==> src/rtl/draw_crosshair_param_pkg.sv <==
// Shared types and widths for the crosshair drawer and its helpers.
package crosshair_pkg;

  typedef enum logic [1:0] {
    IDLE  = 2'd0,
    ARM_A = 2'd1,
    ARM_B = 2'd2,
    FIN   = 2'd3
  } state_t;

  // Default visible screen size of the VGA adapter
  localparam int SCREEN_W_DFLT = 160;
  localparam int SCREEN_H_DFLT = 120;

  // Unsigned VGA port widths
  localparam int X_W   = 8;
  localparam int Y_W   = 7;
  localparam int COL_W = 18;

  // Signed working widths for pixel arithmetic (room for negative offsets)
  localparam int SX_W = 9;
  localparam int SY_W = 8;

endpackage

==> src/rtl/draw_crosshair_param_if.sv <==
// Control and VGA write-port bundle for draw_crosshair_param.
// The erase input exists only when DRAW_CROSSHAIR_ERASE_EN is defined.
interface draw_crosshair_param_if;
  import crosshair_pkg::*;

  logic             start;
  logic             mode;
  logic [X_W-1:0]   center_x;
  logic [Y_W-1:0]   center_y;
`ifdef DRAW_CROSSHAIR_ERASE_EN
  logic             erase;
`endif
  logic             done;
  logic             busy;
  logic [X_W-1:0]   vga_x;
  logic [Y_W-1:0]   vga_y;
  logic [COL_W-1:0] vga_colour;
  logic             vga_write;

  // Renderer side: issues draw requests, observes progress and pixels
  modport master (
    output start, mode, center_x, center_y,
`ifdef DRAW_CROSSHAIR_ERASE_EN
    erase,
`endif
    input  done, busy, vga_x, vga_y, vga_colour, vga_write
  );

  // Drawer side
  modport slave (
    input  start, mode, center_x, center_y,
`ifdef DRAW_CROSSHAIR_ERASE_EN
    erase,
`endif
    output done, busy, vga_x, vga_y, vga_colour, vga_write
  );

endinterface

==> src/rtl/crosshair_clip.sv <==
// Screen clipping helper: flags whether a signed pixel coordinate lies on the
// visible screen and truncates it to the VGA port widths. Purely combinational.
module crosshair_clip
  import crosshair_pkg::*;
#(
  parameter int SCREEN_W = SCREEN_W_DFLT,
  parameter int SCREEN_H = SCREEN_H_DFLT
) (
  input  logic signed [SX_W-1:0] i_x,
  input  logic signed [SY_W-1:0] i_y,
  output logic                   o_in_bounds,
  output logic [X_W-1:0]         o_x,
  output logic [Y_W-1:0]         o_y
);

  localparam logic signed [SX_W-1:0] X_LIM = SX_W'(SCREEN_W);
  localparam logic signed [SY_W-1:0] Y_LIM = SY_W'(SCREEN_H);

  // Negative coordinates are caught by the sign bit, the far edges by compare
  assign o_in_bounds = !i_x[SX_W-1] && (i_x < X_LIM) &&
                       !i_y[SY_W-1] && (i_y < Y_LIM);
  assign o_x = i_x[X_W-1:0];
  assign o_y = i_y[Y_W-1:0];

endmodule

==> src/rtl/draw_crosshair_param.sv <==
// Parametrised crosshair drawer: on start, walks every (arm, t, d) pair of a
// plus or X shaped crosshair, one pair per cycle, and emits clipped pixel
// writes to the VGA adapter. Cycle count is fixed regardless of clipping.
// Optional: DRAW_CROSSHAIR_ERASE_EN adds an erase input that switches the
// draw colour to BG_COLOUR for the whole draw.
module draw_crosshair_param
  import crosshair_pkg::*;
#(
  parameter int               ARM_LEN   = 3,
  parameter int               GAP       = 1,
  parameter int               THICK     = 1,
  parameter logic [COL_W-1:0] COLOUR    = 18'h3FFFF,
`ifdef DRAW_CROSSHAIR_ERASE_EN
  parameter logic [COL_W-1:0] BG_COLOUR = 18'h0,
`endif
  parameter int               SCREEN_W  = SCREEN_W_DFLT,
  parameter int               SCREEN_H  = SCREEN_H_DFLT
) (
  input  logic                   clock,
  input  logic                   reset,
  draw_crosshair_param_if.slave  cb
);

  localparam int                     D_W    = 6;
  localparam logic signed [D_W-1:0]  D_MAX  = D_W'(ARM_LEN);
  localparam logic signed [D_W-1:0]  D_MIN  = -D_MAX;
  localparam logic signed [D_W-1:0]  D_ONE  = D_W'(1);
  localparam logic signed [D_W-1:0]  GAP_S  = D_W'(GAP);
  localparam logic [2:0]             T_LAST = 3'(THICK - 1);
  localparam logic signed [SX_W-1:0] O_HALF = SX_W'((THICK - 1) / 2);

  state_t                  r_state;
  logic [2:0]              r_t;
  logic signed [D_W-1:0]   r_d;
  logic                    r_mode;
  logic [X_W-1:0]          r_cx;
  logic [Y_W-1:0]          r_cy;
  logic                    r_done;
  logic                    r_busy;
  logic                    r_vga_write;
  logic [X_W-1:0]          r_vga_x;
  logic [Y_W-1:0]          r_vga_y;
  logic [COL_W-1:0]        r_vga_colour;

  state_t                  w_nxt_state;
  logic [2:0]              w_nxt_t;
  logic signed [D_W-1:0]   w_nxt_d;
  logic                    w_emit;
  logic                    w_mode;
  logic [X_W-1:0]          w_cx;
  logic [Y_W-1:0]          w_cy;
  logic                    w_arm_b;
  logic signed [SX_W-1:0]  w_d9, w_o9, w_cx9, w_px;
  logic signed [SY_W-1:0]  w_d8, w_o8, w_cy8, w_py;
  logic signed [D_W-1:0]   w_dabs;
  logic                    w_gap_ok;
  logic                    w_inb;
  logic [X_W-1:0]          w_vx;
  logic [Y_W-1:0]          w_vy;
  logic                    w_wr;
  logic [COL_W-1:0]        w_colour;

  // Pick the pair whose pixel is registered at the coming edge; the start
  // cycle already yields the first pair so the draw has no idle lead-in.
  always_comb begin
    w_nxt_state = r_state;
    w_nxt_t     = r_t;
    w_nxt_d     = r_d;
    w_emit      = 1'b0;
    w_mode      = r_mode;
    w_cx        = r_cx;
    w_cy        = r_cy;
    unique case (r_state)
      IDLE: begin
        if (cb.start) begin
          w_nxt_state = ARM_A;
          w_nxt_t     = 3'd0;
          w_nxt_d     = D_MIN;
          w_emit      = 1'b1;
          w_mode      = cb.mode;
          w_cx        = cb.center_x;
          w_cy        = cb.center_y;
        end
      end
      ARM_A, ARM_B: begin
        if (r_d != D_MAX) begin
          w_nxt_d = r_d + D_ONE;
          w_emit  = 1'b1;
        end else if (r_t != T_LAST) begin
          w_nxt_t = r_t + 3'd1;
          w_nxt_d = D_MIN;
          w_emit  = 1'b1;
        end else if (r_state == ARM_A) begin
          w_nxt_state = ARM_B;
          w_nxt_t     = 3'd0;
          w_nxt_d     = D_MIN;
          w_emit      = 1'b1;
        end else begin
          w_nxt_state = FIN;
          w_nxt_t     = 3'd0;
          w_nxt_d     = '0;
        end
      end
      FIN:     w_nxt_state = IDLE;
      default: w_nxt_state = IDLE;
    endcase
  end

  assign w_arm_b = (w_nxt_state == ARM_B);
  assign w_d9    = $signed({{(SX_W-D_W){w_nxt_d[D_W-1]}}, w_nxt_d});
  assign w_d8    = $signed({{(SY_W-D_W){w_nxt_d[D_W-1]}}, w_nxt_d});
  assign w_o9    = $signed({{(SX_W-3){1'b0}}, w_nxt_t}) - O_HALF;
  assign w_o8    = w_o9[SY_W-1:0];
  assign w_cx9   = $signed({1'b0, w_cx});
  assign w_cy8   = $signed({1'b0, w_cy});

  // Map (arm, t, d) to a signed screen coordinate for the selected shape
  always_comb begin
    w_px = w_cx9 + w_d9;
    w_py = w_cy8 + w_o8;
    if (!w_mode) begin
      if (w_arm_b) begin
        w_px = w_cx9 + w_o9;
        w_py = w_cy8 + w_d8;
      end
    end else begin
      w_px = w_cx9 + w_d9 + w_o9;
      w_py = w_arm_b ? (w_cy8 - w_d8) : (w_cy8 + w_d8);
    end
  end

  assign w_dabs   = w_nxt_d[D_W-1] ? -w_nxt_d : w_nxt_d;
  assign w_gap_ok = (w_dabs >= GAP_S);

  crosshair_clip #(
    .SCREEN_W (SCREEN_W),
    .SCREEN_H (SCREEN_H)
  ) u_clip (
    .i_x         (w_px),
    .i_y         (w_py),
    .o_in_bounds (w_inb),
    .o_x         (w_vx),
    .o_y         (w_vy)
  );

  assign w_wr = w_emit && w_gap_ok && w_inb;

`ifdef DRAW_CROSSHAIR_ERASE_EN
  logic r_erase;
  logic w_erase;
  // The erase choice is taken from the port on the start cycle itself
  assign w_erase  = (r_state == IDLE) ? cb.erase : r_erase;
  assign w_colour = w_erase ? BG_COLOUR : COLOUR;

  // Hold the erase choice for the remainder of the draw
  always_ff @(posedge clock or posedge reset) begin
    if (reset)                            r_erase <= 1'b0;
    else if (r_state == IDLE && cb.start) r_erase <= cb.erase;
  end
`else
  assign w_colour = COLOUR;
`endif

  // FSM, counters, latched draw request and registered VGA/handshake outputs;
  // pixel fields only update on writes so they hold between strobes.
  always_ff @(posedge clock or posedge reset) begin
    if (reset) begin
      r_state      <= IDLE;
      r_t          <= 3'd0;
      r_d          <= '0;
      r_mode       <= 1'b0;
      r_cx         <= '0;
      r_cy         <= '0;
      r_done       <= 1'b0;
      r_busy       <= 1'b0;
      r_vga_write  <= 1'b0;
      r_vga_x      <= '0;
      r_vga_y      <= '0;
      r_vga_colour <= '0;
    end else begin
      r_state     <= w_nxt_state;
      r_t         <= w_nxt_t;
      r_d         <= w_nxt_d;
      r_done      <= (w_nxt_state == FIN);
      r_busy      <= (w_nxt_state != IDLE);
      r_vga_write <= w_wr;
      if (r_state == IDLE && cb.start) begin
        r_mode <= cb.mode;
        r_cx   <= cb.center_x;
        r_cy   <= cb.center_y;
      end
      if (w_wr) begin
        r_vga_x      <= w_vx;
        r_vga_y      <= w_vy;
        r_vga_colour <= w_colour;
      end
    end
  end

  assign cb.done       = r_done;
  assign cb.busy       = r_busy;
  assign cb.vga_write  = r_vga_write;
  assign cb.vga_x      = r_vga_x;
  assign cb.vga_y      = r_vga_y;
  assign cb.vga_colour = r_vga_colour;

endmodule

==> src/flat_wrapper.sv <==
// flat-port wrapper written by rule: the top's interface ports become plain ports
module draw_crosshair_param_flat import crosshair_pkg::*;
#(
  parameter int               ARM_LEN   = 3,
  parameter int               GAP       = 1,
  parameter int               THICK     = 1,
  parameter logic [COL_W-1:0] COLOUR    = 18'h3FFFF,

  parameter int               SCREEN_W  = SCREEN_W_DFLT,
  parameter int               SCREEN_H  = SCREEN_H_DFLT
)
  (clock, reset, cb_start, cb_mode, cb_center_x, cb_center_y, cb_done, cb_busy, cb_vga_x, cb_vga_y, cb_vga_colour, cb_vga_write);
  draw_crosshair_param_if cb_i ();
  input  logic clock;
  input  logic reset;
  input wire logic [$bits(cb_i.start)-1:0] cb_start;
  input wire logic [$bits(cb_i.mode)-1:0] cb_mode;
  input wire logic [$bits(cb_i.center_x)-1:0] cb_center_x;
  input wire logic [$bits(cb_i.center_y)-1:0] cb_center_y;
  output wire logic [$bits(cb_i.done)-1:0] cb_done;
  output wire logic [$bits(cb_i.busy)-1:0] cb_busy;
  output wire logic [$bits(cb_i.vga_x)-1:0] cb_vga_x;
  output wire logic [$bits(cb_i.vga_y)-1:0] cb_vga_y;
  output wire logic [$bits(cb_i.vga_colour)-1:0] cb_vga_colour;
  output wire logic [$bits(cb_i.vga_write)-1:0] cb_vga_write;
  assign cb_i.start = cb_start;
  assign cb_i.mode = cb_mode;
  assign cb_i.center_x = cb_center_x;
  assign cb_i.center_y = cb_center_y;
  assign cb_done = cb_i.done;
  assign cb_busy = cb_i.busy;
  assign cb_vga_x = cb_i.vga_x;
  assign cb_vga_y = cb_i.vga_y;
  assign cb_vga_colour = cb_i.vga_colour;
  assign cb_vga_write = cb_i.vga_write;
  draw_crosshair_param #(.ARM_LEN(ARM_LEN), .GAP(GAP), .THICK(THICK), .COLOUR(COLOUR), .SCREEN_W(SCREEN_W), .SCREEN_H(SCREEN_H)) u_core (.clock(clock), .reset(reset), .cb(cb_i));
endmodule
==> config.mk <==
export PLATFORM = sky130hd
export DESIGN_NAME = draw_crosshair_param_flat
export DESIGN_NICKNAME = d
export VERILOG_FILES = /design/src/rtl/draw_crosshair_param_pkg.sv /design/src/rtl/draw_crosshair_param_if.sv /design/src/rtl/crosshair_clip.sv /design/src/rtl/draw_crosshair_param.sv /design/src/flat_wrapper.sv
export SDC_FILE = /design/constraint.sdc
export NUM_CORES = 1
export LEC_CHECK = 0
export ABC_AREA = 1
export CELL_PAD_IN_SITES_DETAIL_PLACEMENT = 0
export CELL_PAD_IN_SITES_GLOBAL_PLACEMENT = 1
export CORE_MARGIN = 10
export CORE_UTILIZATION = 45
export DETAILED_ROUTE_END_ITERATION = 6
export PLACE_DENSITY_LB_ADDON = 0.1
export SYNTH_ARGS = -nofsm -noshare
export SYNTH_HDL_FRONTEND = slang
export SYNTH_SLANG_ARGS = --single-unit
export TNS_END_PERCENT = 50
==> constraint.sdc <==
create_clock -name clock -period 7.3 [get_ports clock]
set_input_delay 0.73 -clock clock [delete_from_list [all_inputs] [get_ports clock]]
set_output_delay 0.73 -clock clock [all_outputs]
set_load 0.005 [all_outputs]
==> run_results.csv <==
group,metric,value,unit
floorplanning,dieWidth,121,um
hold_path,whs_path_depth,2,
global_routing,grt_overflow,0,
drt,drt_first_pass_iters,5,
floorplanning,initial_core_util,46.7,%
worst_setup_path,critPathCaptureType,"flip-flop",
clocking,cts_max_path_buffers,2,
synth,syn_nets,704,
cells_and_area,multiInputGateArea,0.00283,mm2
floorplanning,dieArea,0.0147,mm2
hold_path,holdCritPathClass,"reg2reg",
floorplanning,core_area,0.00986,mm2
global_routing,grt_pass1_vias,4075,
power,p_leak,0.00289,uW
drt,vias,4107,
drt,drt-wirelength-per-cell,15.1,um
floorplanning,rows,36,
synth,ys_ff_latch,46,
cells_and_area,register_area,0.00115,mm2
synth,synthArstFlopShare,100,%
clocking,htree_levels,2,
worst_setup_path,required,7.51,ns
synth,syn_area,0.00461,mm2
drt,vias_per_cell,5.05,
global_routing,track_usage,16.8,%
timing,slew_headroom,34.4,%
drt,drcViolationCount,0,
placed_design,hpwl,9990,um
timing,fin_crit,4.65,ns
power,total_power,471,uW
drt,routed_wirelength,12300,um
clocking,clock_latency,0.31,ns
worst_setup_path,crit_path_max_fanout,20,
status,outcome,"finished, final reports clean",
timing,skew,0.0129,ns
power,clockPowerShare,42.4,%
cells_and_area,stdcell_area,0.00520,mm2
clocking,cts_resized,0,
power,ir_worst_vdd,0.0000684,V
cells_and_area,utilization,52.7,%
power,seqPwrFrac,54.0,%
synth,synth-edff-count,0,
power,p_comb_share,3.6,%
placed_design,placed_area,0.00509,mm2
clocking,cts_buffers,5,
synth,ys.flop_type,"dfrtp_1",
timing,hold_viol,0,
worst_setup_path,r2r_end,"u_core.cb.vga_y[5]",
global_routing,grt_start_max_net_pins,47,
worst_setup_path,timing.rr.start,"u_core.r_state[0]",
cells_and_area,drive_gt1_share,14.6,%
worst_setup_path,rr_worst_depth,25,
timing,clock.fmax,215,MHz
synth,syn_inst,645,
clocking,cts.clk_slew.worst_paths,0.09,ns
timing,rsz0062_at_grt,"no",
clocking,clock-root-buffer,"clkbuf_8",
worst_setup_path,r2r_slack,2.65,ns
placed_design,io_buffers,54,
cells_and_area,syn_to_final_growth,12.8,%
cells_and_area,n_antenna_cell,0,
timing,worst_pin_slew,0.982,ns
global_routing,antenna_found_initial,0,
cells_and_area,finalNetCount,739,
floorplanning,die_y,121,um
drt,ant_nets,0,
timing,fin_setup_tns,0,ns
hold_path,holdPathEnd,"u_core.cb.vga_y[4]",
floorplanning,ioPinCount,55,
power,p_int,373,uW
placed_design,gp_congestion,0.880,
job,max_cap_viol_count,0,
timing,post-route-period-util,63.7,%
clocking,tritoncts,"done",
synth,netlist-cell-type-count,50,
power,swShare,20.8,%
clocking,holdBufCountCts,0,
clocking,cts_setup_buffers,0,
clocking,clock-sinks,46,
global_routing,grt_pass1_wl,20200,um
power,p_switching,98.1,uW
hold_path,hp-start,"u_core.cb.vga_y[4]",
worst_setup_path,worst_ep_arrival_time,4.85,ns
timing,finalSetupViolCount,0,
worst_setup_path,worst-setup-path-type,"reg2reg",
timing,slew_violations,0,
power,power_density,90.6,mW/mm2
worst_setup_path,start_kind,"flip-flop",
synth,ys_seq_area_share,25.0,%
drt,drt_iter0_markers,252,
synth,post_synth.cell_area_avg,7.15,um2
synth,ys_warn_count,0,
cells_and_area,filler_cell_count,975,
flip-flops by register name, summed over array words and instances (netlist names), 2 cells and up:
signal / count
u_core.r_cx: 8
u_core.cb.vga_x: 8
u_core.r_state: 2
u_core.r_t: 3
u_core.r_d: 6
u_core.cb.vga_y: 7
u_core.r_cy: 7
logic make-up after synthesis:
kind of cell	Yosys count	synth area share, %
AND/OR/NAND/NOR	341	36.5
adder cells (fa/ha/maj)	40	11.3
AO/OA/AOI/OAI	69	9.50
buffers and inverters	128	13.7
flip-flops	46	25.0
XOR/XNOR	21	3.99
layout by cell type (no fill, tap or decap), types with 3 or more instances in the layout:
cell type        count
o21a_1               3
nor2_2               7
fa_1                 3
inv_1               84
dfrtp_1             46
o21ai_2              9
clkbuf_8             6
nor3_1               4
a21oi_1             24
o22ai_1              3
nor2_4               5
nand2_1            160
inv_2               11
nor2_1              31
xor2_1              19
ha_1                37
o21ai_0             17
or2_2                5
clkdlybuf4s50_1     54
or2_1                6
nand2_2             35
nand3_1             62
nand2_4              5
nand4_1             10
worst max path at each step:
stage	from	endpoint	slack, ns	cells past startpoint
6_report	u_core.r_state[0]	u_core.cb.vga_y[5]	2.65	25
5_1_grt	u_core.r_state[0]	u_core.cb.vga_y[2]	2.15	28
4_1_cts	u_core.r_state[1]	u_core.cb.vga_y[5]	2.66	25
3_5_place_dp	cb_start	u_core.cb.vga_x[0]	2.38	27
3_3_place_gp	cb_start	u_core.cb.vga_x[7]	2.51	27
2_1_floorplan	u_core.r_state[0]	u_core.cb.vga_x[5]	3.31	30
per-stage QoR:
stage | hold slack, ns | setup slack [ns] | std cells
floorplan | 0.444 | 3.31 | 645
global placement | 0.458 | 2.51 | 806
detailed placement | 0.461 | 2.38 | 806
CTS | 0.482 | 2.66 | 813
global route | 0.501 | 2.15 | 813
finish | 0.476 | 2.65 | 813
metal layers:
layer	up-vias	GRT usage [%]	share of wire [%]
met4	0	4.10	1.2
met5	-	0	0
met3	14	2.19	4.9
li1	2114	-	-
met1	1878	22.0	46
met2	101	28.6	48
worst max-delay path, stage by stage, from the launching register on:
cell	delay (ns)
dfrtp_1	0.43
inv_1	0.11
ha_1	0.44
nand2_4	0.29
inv_4	0.25
o21ai_0	0.11
a22o_1	0.28
inv_1	0.15
ha_1	0.30
inv_1	0.12
xor2_1	0.19
inv_1	0.07
ha_1	0.33
nand3_1	0.08
and2_1	0.16
nand3b_2	0.22
nor2_2	0.17
nand2_1	0.07
nor2_1	0.10
nand2_1	0.07
nand3_2	0.08
nand2_2	0.08
nand2_4	0.19
nand2_8	0.14
nand2_1	0.08
nand2_1	0.05
cell usage after synthesis, drive strengths merged, types with 5 or more instances:
cell   count  area share [%]
nor3       5            0.65
inv       98             8.2
o21ai     28             4.0
nand4     10             1.4
or2       12             1.6
buf       28             5.3
nor2      43             4.7
dfrtp     46              25
ha        37              10
nand2    201              19
nand3     66             7.9
a21oi     24             2.6
xor2      19             3.6
area by class of cell:
class	instances	share of cell area, %
clock buffer	6	1.59
clock inverter	1	0.578
tap	133	3.20
sequential	46	22.1
inverter	100	7.44
multi-input combinational	471	54.4
timing repair buffer	56	10.7
power groups by stage:
| stage | Sequential (uW) | Clock (uW) | Combinational (uW) |
|---|---|---|---|
| after global routing | 255 | 212 | 18.7 |
| after CTS | 255 | 202 | 17.6 |
| after floorplan | 260 | 0 | 3.87 |
| after global placement | 260 | 0 | 17.4 |
| after detailed placement | 260 | 0 | 17.5 |
| final | 255 | 199 | 17.0 |
Note: power is estimated with default switching activity, not from simulation.
==> RTL edit 1 (same flow settings) <==
The package constant `COL_W` goes from 18 to 22.
--- a/src/rtl/draw_crosshair_param_pkg.sv
+++ b/src/rtl/draw_crosshair_param_pkg.sv
@@ -16,5 +16,5 @@
   localparam int X_W   = 8;
   localparam int Y_W   = 7;
-  localparam int COL_W = 18;
+  localparam int COL_W = 22;
 
   // Signed working widths for pixel arithmetic (room for negative offsets)
Interface: changed (resized cb_vga_colour); port bits go from 55 to 59. No check against the original RTL was run, so the function may have changed too.
==> RTL edit 1 against the original RTL <==
Total power decreased by 8.3%. Synthesized area increased by 0.73%. Wire length about the same. Final area decreased by 0.22%. Global-route usage increased by 0.24 points. Register-to-register slack about the same. First-iteration DRC count decreased by 26%. Setup slack got worse by 0.025 ns. Sequential cell count unchanged. Sequential power about the same.
==> RTL edit 1: results (changes against the original RTL) <==
| Metric | Value |
|---|---|
| Status | finished, final reports clean |
| Setup TNS | 0 ns (unchanged) |
| Largest net degree at the start of global routing | 47 (unchanged) |
| Initial antenna violation count | 0 (unchanged) |
| Hold depth | 2 (unchanged) |
| Worst Skew | 0.0125 ns (-0.000334 ns) |
| Vias in the first global route | 4009 (-1.6%) |
| CP Capture Type | register |
| Ys flop type | dfrtp_1 |
| Max-cap violations | 0 (unchanged) |
| Number of port buffers | 54 (unchanged) |
| Total Routing Usage GR | 17.1% (+0.24 points) |
| Worst skew pair latency | 0.31 ns (about the same) |
| Reg2Reg Setup Slack | 2.65 ns (about the same) |
| Fill count | 1036 (+6.3%) |
| Net count, final | 743 (+0.54%) |
| Most instantiated cells after synthesis | nand2_1 (160), inv_1 (85), nand3_1 (62) |
| Critical R2R Launch | u_core.r_state[1]$_DFF_PP0_ |
| Drt first pass iters | 4 (-1) |
| Dpl hpwl | 10100 um (+0.69%) |
| Final Wtd Congestion | 0.905 (+2.9%) |
| DR WL/cell | 15.0 um (-0.68%) |
| Total CTS buffers | 5 (unchanged) |
| Leakage | 2.89 nW (about the same) |
| Initial DRC Count | 186 (-26%) |
| Startpoint types | primary input |
| Sequential area share after synthesis | 24.8% (-0.18 points) |
| Placed instance area | 5100 um2 (+0.37%) |
| Max incr delay on CP | 0.57 ns (+0.13 ns) |
| Critical R2R Capture | u_core.cb.vga_y[2]$_DFFE_PP0P_ |
| Hold/Removal Path Class | reg2reg |
| Vias per cell | 5.00 (-0.95%) |
| Setup crit start | cb_start |
| Crit-path max FO | 20 (unchanged) |
| Post-CTS setup buffer count | 0 (unchanged) |
| # resized after CTS | 0 (unchanged) |
| Number of synthesis warnings | 0 (unchanged) |
| Clock-pin slew on the worst setup and hold paths | ~0.080 ns |
| CTS Buffer Depth | 2 (unchanged) |
| Net Sw Power | 0.0956 mW (-2.6%) |
| Netlist cell types | 51 (+2.0%) |
| Fraction of layout cells with a size suffix above 1 | 14.3% (-0.21 points) |
| Top post-synthesis cells by area | dfrtp_1 (25%), nand2_1 (13%), ha_1 (10%) |
| Top delay family on crit path | simple AND/OR/NAND/NOR gates |
| Hold Path Origin | u_core.cb.vga_y[5]$_DFFE_PP0P_ |
| CP max stage cell | clkdlybuf4s50_1 |
| Worst reg2reg path depth | 25 (unchanged) |
| Crit path DAT | 4.87 ns (+0.02 ns) |
| CTS H-tree lvls | 2 (unchanged) |
| Clock root buffer | clkbuf_8 |
| # diodes | 0 (unchanged) |
| WHS Endpoint | u_core.cb.vga_y[5]$_DFFE_PP0P_ |
| Global-route wire length before repair | 20500 um (+1.4%) |
| VDD IR max | 0.0627 mV (-8.4%) |
| Relative slew slack | 32.9% (-1.5 points) |
==> RTL edit 1: cell type report <==
class                           instances  area (um2)  share of cell area, %
Tap cell                              136         170                   3.28
Timing Repair Buffer                   56         556                   10.7
Clock buffer                            6        82.6                   1.59
Inverter                              100         387                   7.45
Multi-Input combinational cell        475        2840                   54.8
Sequential cell                        46        1150                   22.2
==> RTL edit 1: cell families (layout without fill, tap and decap cells) <==
group | after synthesis | after routing | share of synthesized area (%)
fa+ha+maj | 40 | 40 | 11.3
compound gates | 69 | 69 | 9.43
other cells | 1 | 4 | 0.0808
flops | 46 | 46 | 24.8
xor+xnor | 21 | 21 | 3.96
simple gates | 341 | 341 | 36.2
buf+inv | 132 | 162 | 14.3
==> RTL edit 1: power groups by stage <==
stage | combinational (mW) | clock, mW | sequential, mW
2_1_floorplan | 0.00587 | 0 | 0.260
3_3_place_gp | 0.0176 | 0 | 0.260
3_5_place_dp | 0.0178 | 0 | 0.260
4_1_cts | 0.0179 | 0.163 | 0.255
5_1_grt | 0.0192 | 0.174 | 0.255
6_report | 0.0172 | 0.160 | 0.255
==> RTL edit 1: stage by stage <==
| stage | worst slack [ns] | hold slack [ns] | instances |
|---|---|---|---|
| after floorplan | 3.31 | 0.444 | 653 |
| after CTS | 2.65 | 0.482 | 819 |
| after global routing | 2.17 | 0.506 | 819 |
| final | 2.63 | 0.475 | 819 |
| after global placement | 2.52 | 0.458 | 813 |
| after detailed placement | 2.34 | 0.461 | 813 |
==> RTL edit 1: metal layers <==
layer | wire length (um) | track usage, % | vias up
met5 | 0 | 0 | -
met4 | 105 | 3.35 | 0
met3 | 478 | 2.04 | 11
met2 | 5940 | 29.5 | 76
met1 | 5780 | 22.5 | 1901
li1 | - | - | 2110
==> RTL edit 2 (same flow settings) <==
Made on the original files. Take the reset off `r_d` and load it in a clocked block of its own.
--- a/src/rtl/draw_crosshair_param.sv
+++ b/src/rtl/draw_crosshair_param.sv
@@ -168,5 +168,4 @@
       r_state      <= IDLE;
       r_t          <= 3'd0;
-      r_d          <= '0;
       r_mode       <= 1'b0;
       r_cx         <= '0;
@@ -181,5 +180,4 @@
       r_state     <= w_nxt_state;
       r_t         <= w_nxt_t;
-      r_d         <= w_nxt_d;
       r_done      <= (w_nxt_state == FIN);
       r_busy      <= (w_nxt_state != IDLE);
@@ -198,4 +196,8 @@
   end
 
+  always_ff @(posedge clock) begin
+    r_d <= w_nxt_d;
+  end
+
   assign cb.done       = r_done;
   assign cb.busy       = r_busy;
Check against the original RTL: no difference found for any inputs over 10 cycles, from zero or initial values and one cycle with reset high; that may be too few to reach the edited logic, so the function may still have changed.
==> RTL edit 2 against the original RTL <==
Global-route usage grew 0.15 points. Die area shrank 0.54%. Wire length is essentially flat. Sequential cell count is the same. Final area shrank 0.99%. Clock skew grew 0.0054 ns. Total power shrank 8.4%. Clock power shrank 19%. Hold slack gained 0.0031 ns. Register-to-register slack gained 0.02 ns. Synthesized area shrank 0.65%. Setup slack gained 0.0039 ns. Highest routed layer unchanged.
==> RTL edit 2: results (changes against the original RTL) <==
| Metric | Value |
|---|---|
| Top post-synthesis cells by area | dfrtp_1 (22%), nand2_1 (13%), ha_1 (10%) |
| Netlist cell types | 51 (+2.0%) |
| Placed instance area | 5060 um2 (-0.44%) |
| VDD IR max | 0.0687 mV (+0.34%) |
| Met2 Usage GRT | 28.9% (+0.31 points) |
| Met1 usage | 21.7% (-0.34 points) |
| Met2 wire len | 5860 um (-0.34%) |
| Initial DRC Count | 210 (-17%) |
| DR WL/cell | 15.1 um (-0.22%) |
| Largest net degree at the start of global routing | 41 (-13%) |
| Vias per cell | 5.10 (+0.90%) |
| Worst hold slack | 0.479 ns (+0.00312 ns) |
| Routed wl met3 | 505 um (-15%) |
| Most instantiated cells after synthesis | nand2_1 (160), inv_1 (85), nand3_1 (62) |
| Total CTS buffers | 5 (unchanged) |
| Global-route wire length before repair | 20100 um (-0.38%) |
| Met3 Usage GRT | 2.00% (-0.19 points) |
| Dpl hpwl | 9910 um (-0.79%) |
| Worst Skew | 0.0183 ns (+0.00544 ns) |
| Asr flop ratio synth | 87.0% (-13 points) |
| Vias in the first global route | 4021 (-1.3%) |
| Status | finished, final reports clean |
| Worst-Margin Slew | 1.03 ns (+0.0436 ns) |
| Final Wtd Congestion | 0.932 (+5.9%) |
| Crit path DAT | 4.84 ns (about the same) |
| Sequential area share after synthesis | 24.5% (-0.49 points) |
| Met1 Wirelength | 5680 um (+0.19%) |
| Net count, final | 740 (+0.14%) |
| Reg2Reg Setup Slack | 2.67 ns (+0.02 ns) |
| Total Routing Usage GR | 17.0% (+0.15 points) |
| Highest Clock Rate | 0.215 GHz (about the same) |
| Fill count | 953 (-2.3%) |
| Max incr delay on CP | 0.56 ns (+0.12 ns) |
| CP max stage cell | clkdlybuf4s50_1 |
| Fraction of layout cells with a size suffix above 1 | 14.4% (-0.19 points) |
-- RTL edit 2: logic make-up after synthesis --
group / count (synthesis) / share of synthesized area, %
flops: 46 / 24.5
buf+inv: 128 / 13.8
fa+ha+maj: 40 / 11.4
simple gates: 341 / 36.7
xor+xnor: 21 / 4.02
compound gates: 69 / 9.56
-- RTL edit 2: worst paths after layout --
path                                           startpoint  cells past startpoint                             end
min                        u_core.cb.vga_y[6]$_DFFE_PP0P_                      2  u_core.cb.vga_y[6]$_DFFE_PP0P_
max                                              cb_start                     24  u_core.cb.vga_y[0]$_DFFE_PP0P_
min reg2reg                u_core.cb.vga_y[6]$_DFFE_PP0P_                      2  u_core.cb.vga_y[6]$_DFFE_PP0P_
max reg2reg                   u_core.r_state[0]$_DFF_PP0_                     25  u_core.cb.vga_y[0]$_DFFE_PP0P_
min in group asynchronous                           reset                      3  u_core.cb.vga_x[6]$_DFFE_PP0P_
max in group asynchronous                           reset                      3      u_core.r_cy[3]$_DFFE_PP0P_
-- RTL edit 2: layout make-up --
cell class,count,share of cell area [%]
Clock buffer,7,1.48
Tap cell,133,3.23
Timing Repair Buffer,57,10.9
Inverter,100,7.51
Multi-Input combinational cell,471,54.9
Sequential cell,46,21.8
Clock inverter,1,0.146
-- RTL edit 2: per-stage QoR --
stage                     total power [mW]  util, %  std cells
final                                0.431     52.2        815
after floorplan                      0.263        -        645
after global routing                 0.446     52.2        815
after CTS                            0.437     52.2        815
after global placement               0.276     51.3        807
after detailed placement             0.276     51.3        807
-- RTL edit 2: where the power goes --
group	internal, mW	leakage [nW]	switching, mW	total [mW]
combinational	0.00893	2.27	0.00770	0.0166
sequential	0.254	0.546	0	0.254
clock	0.0680	0.0385	0.0927	0.161
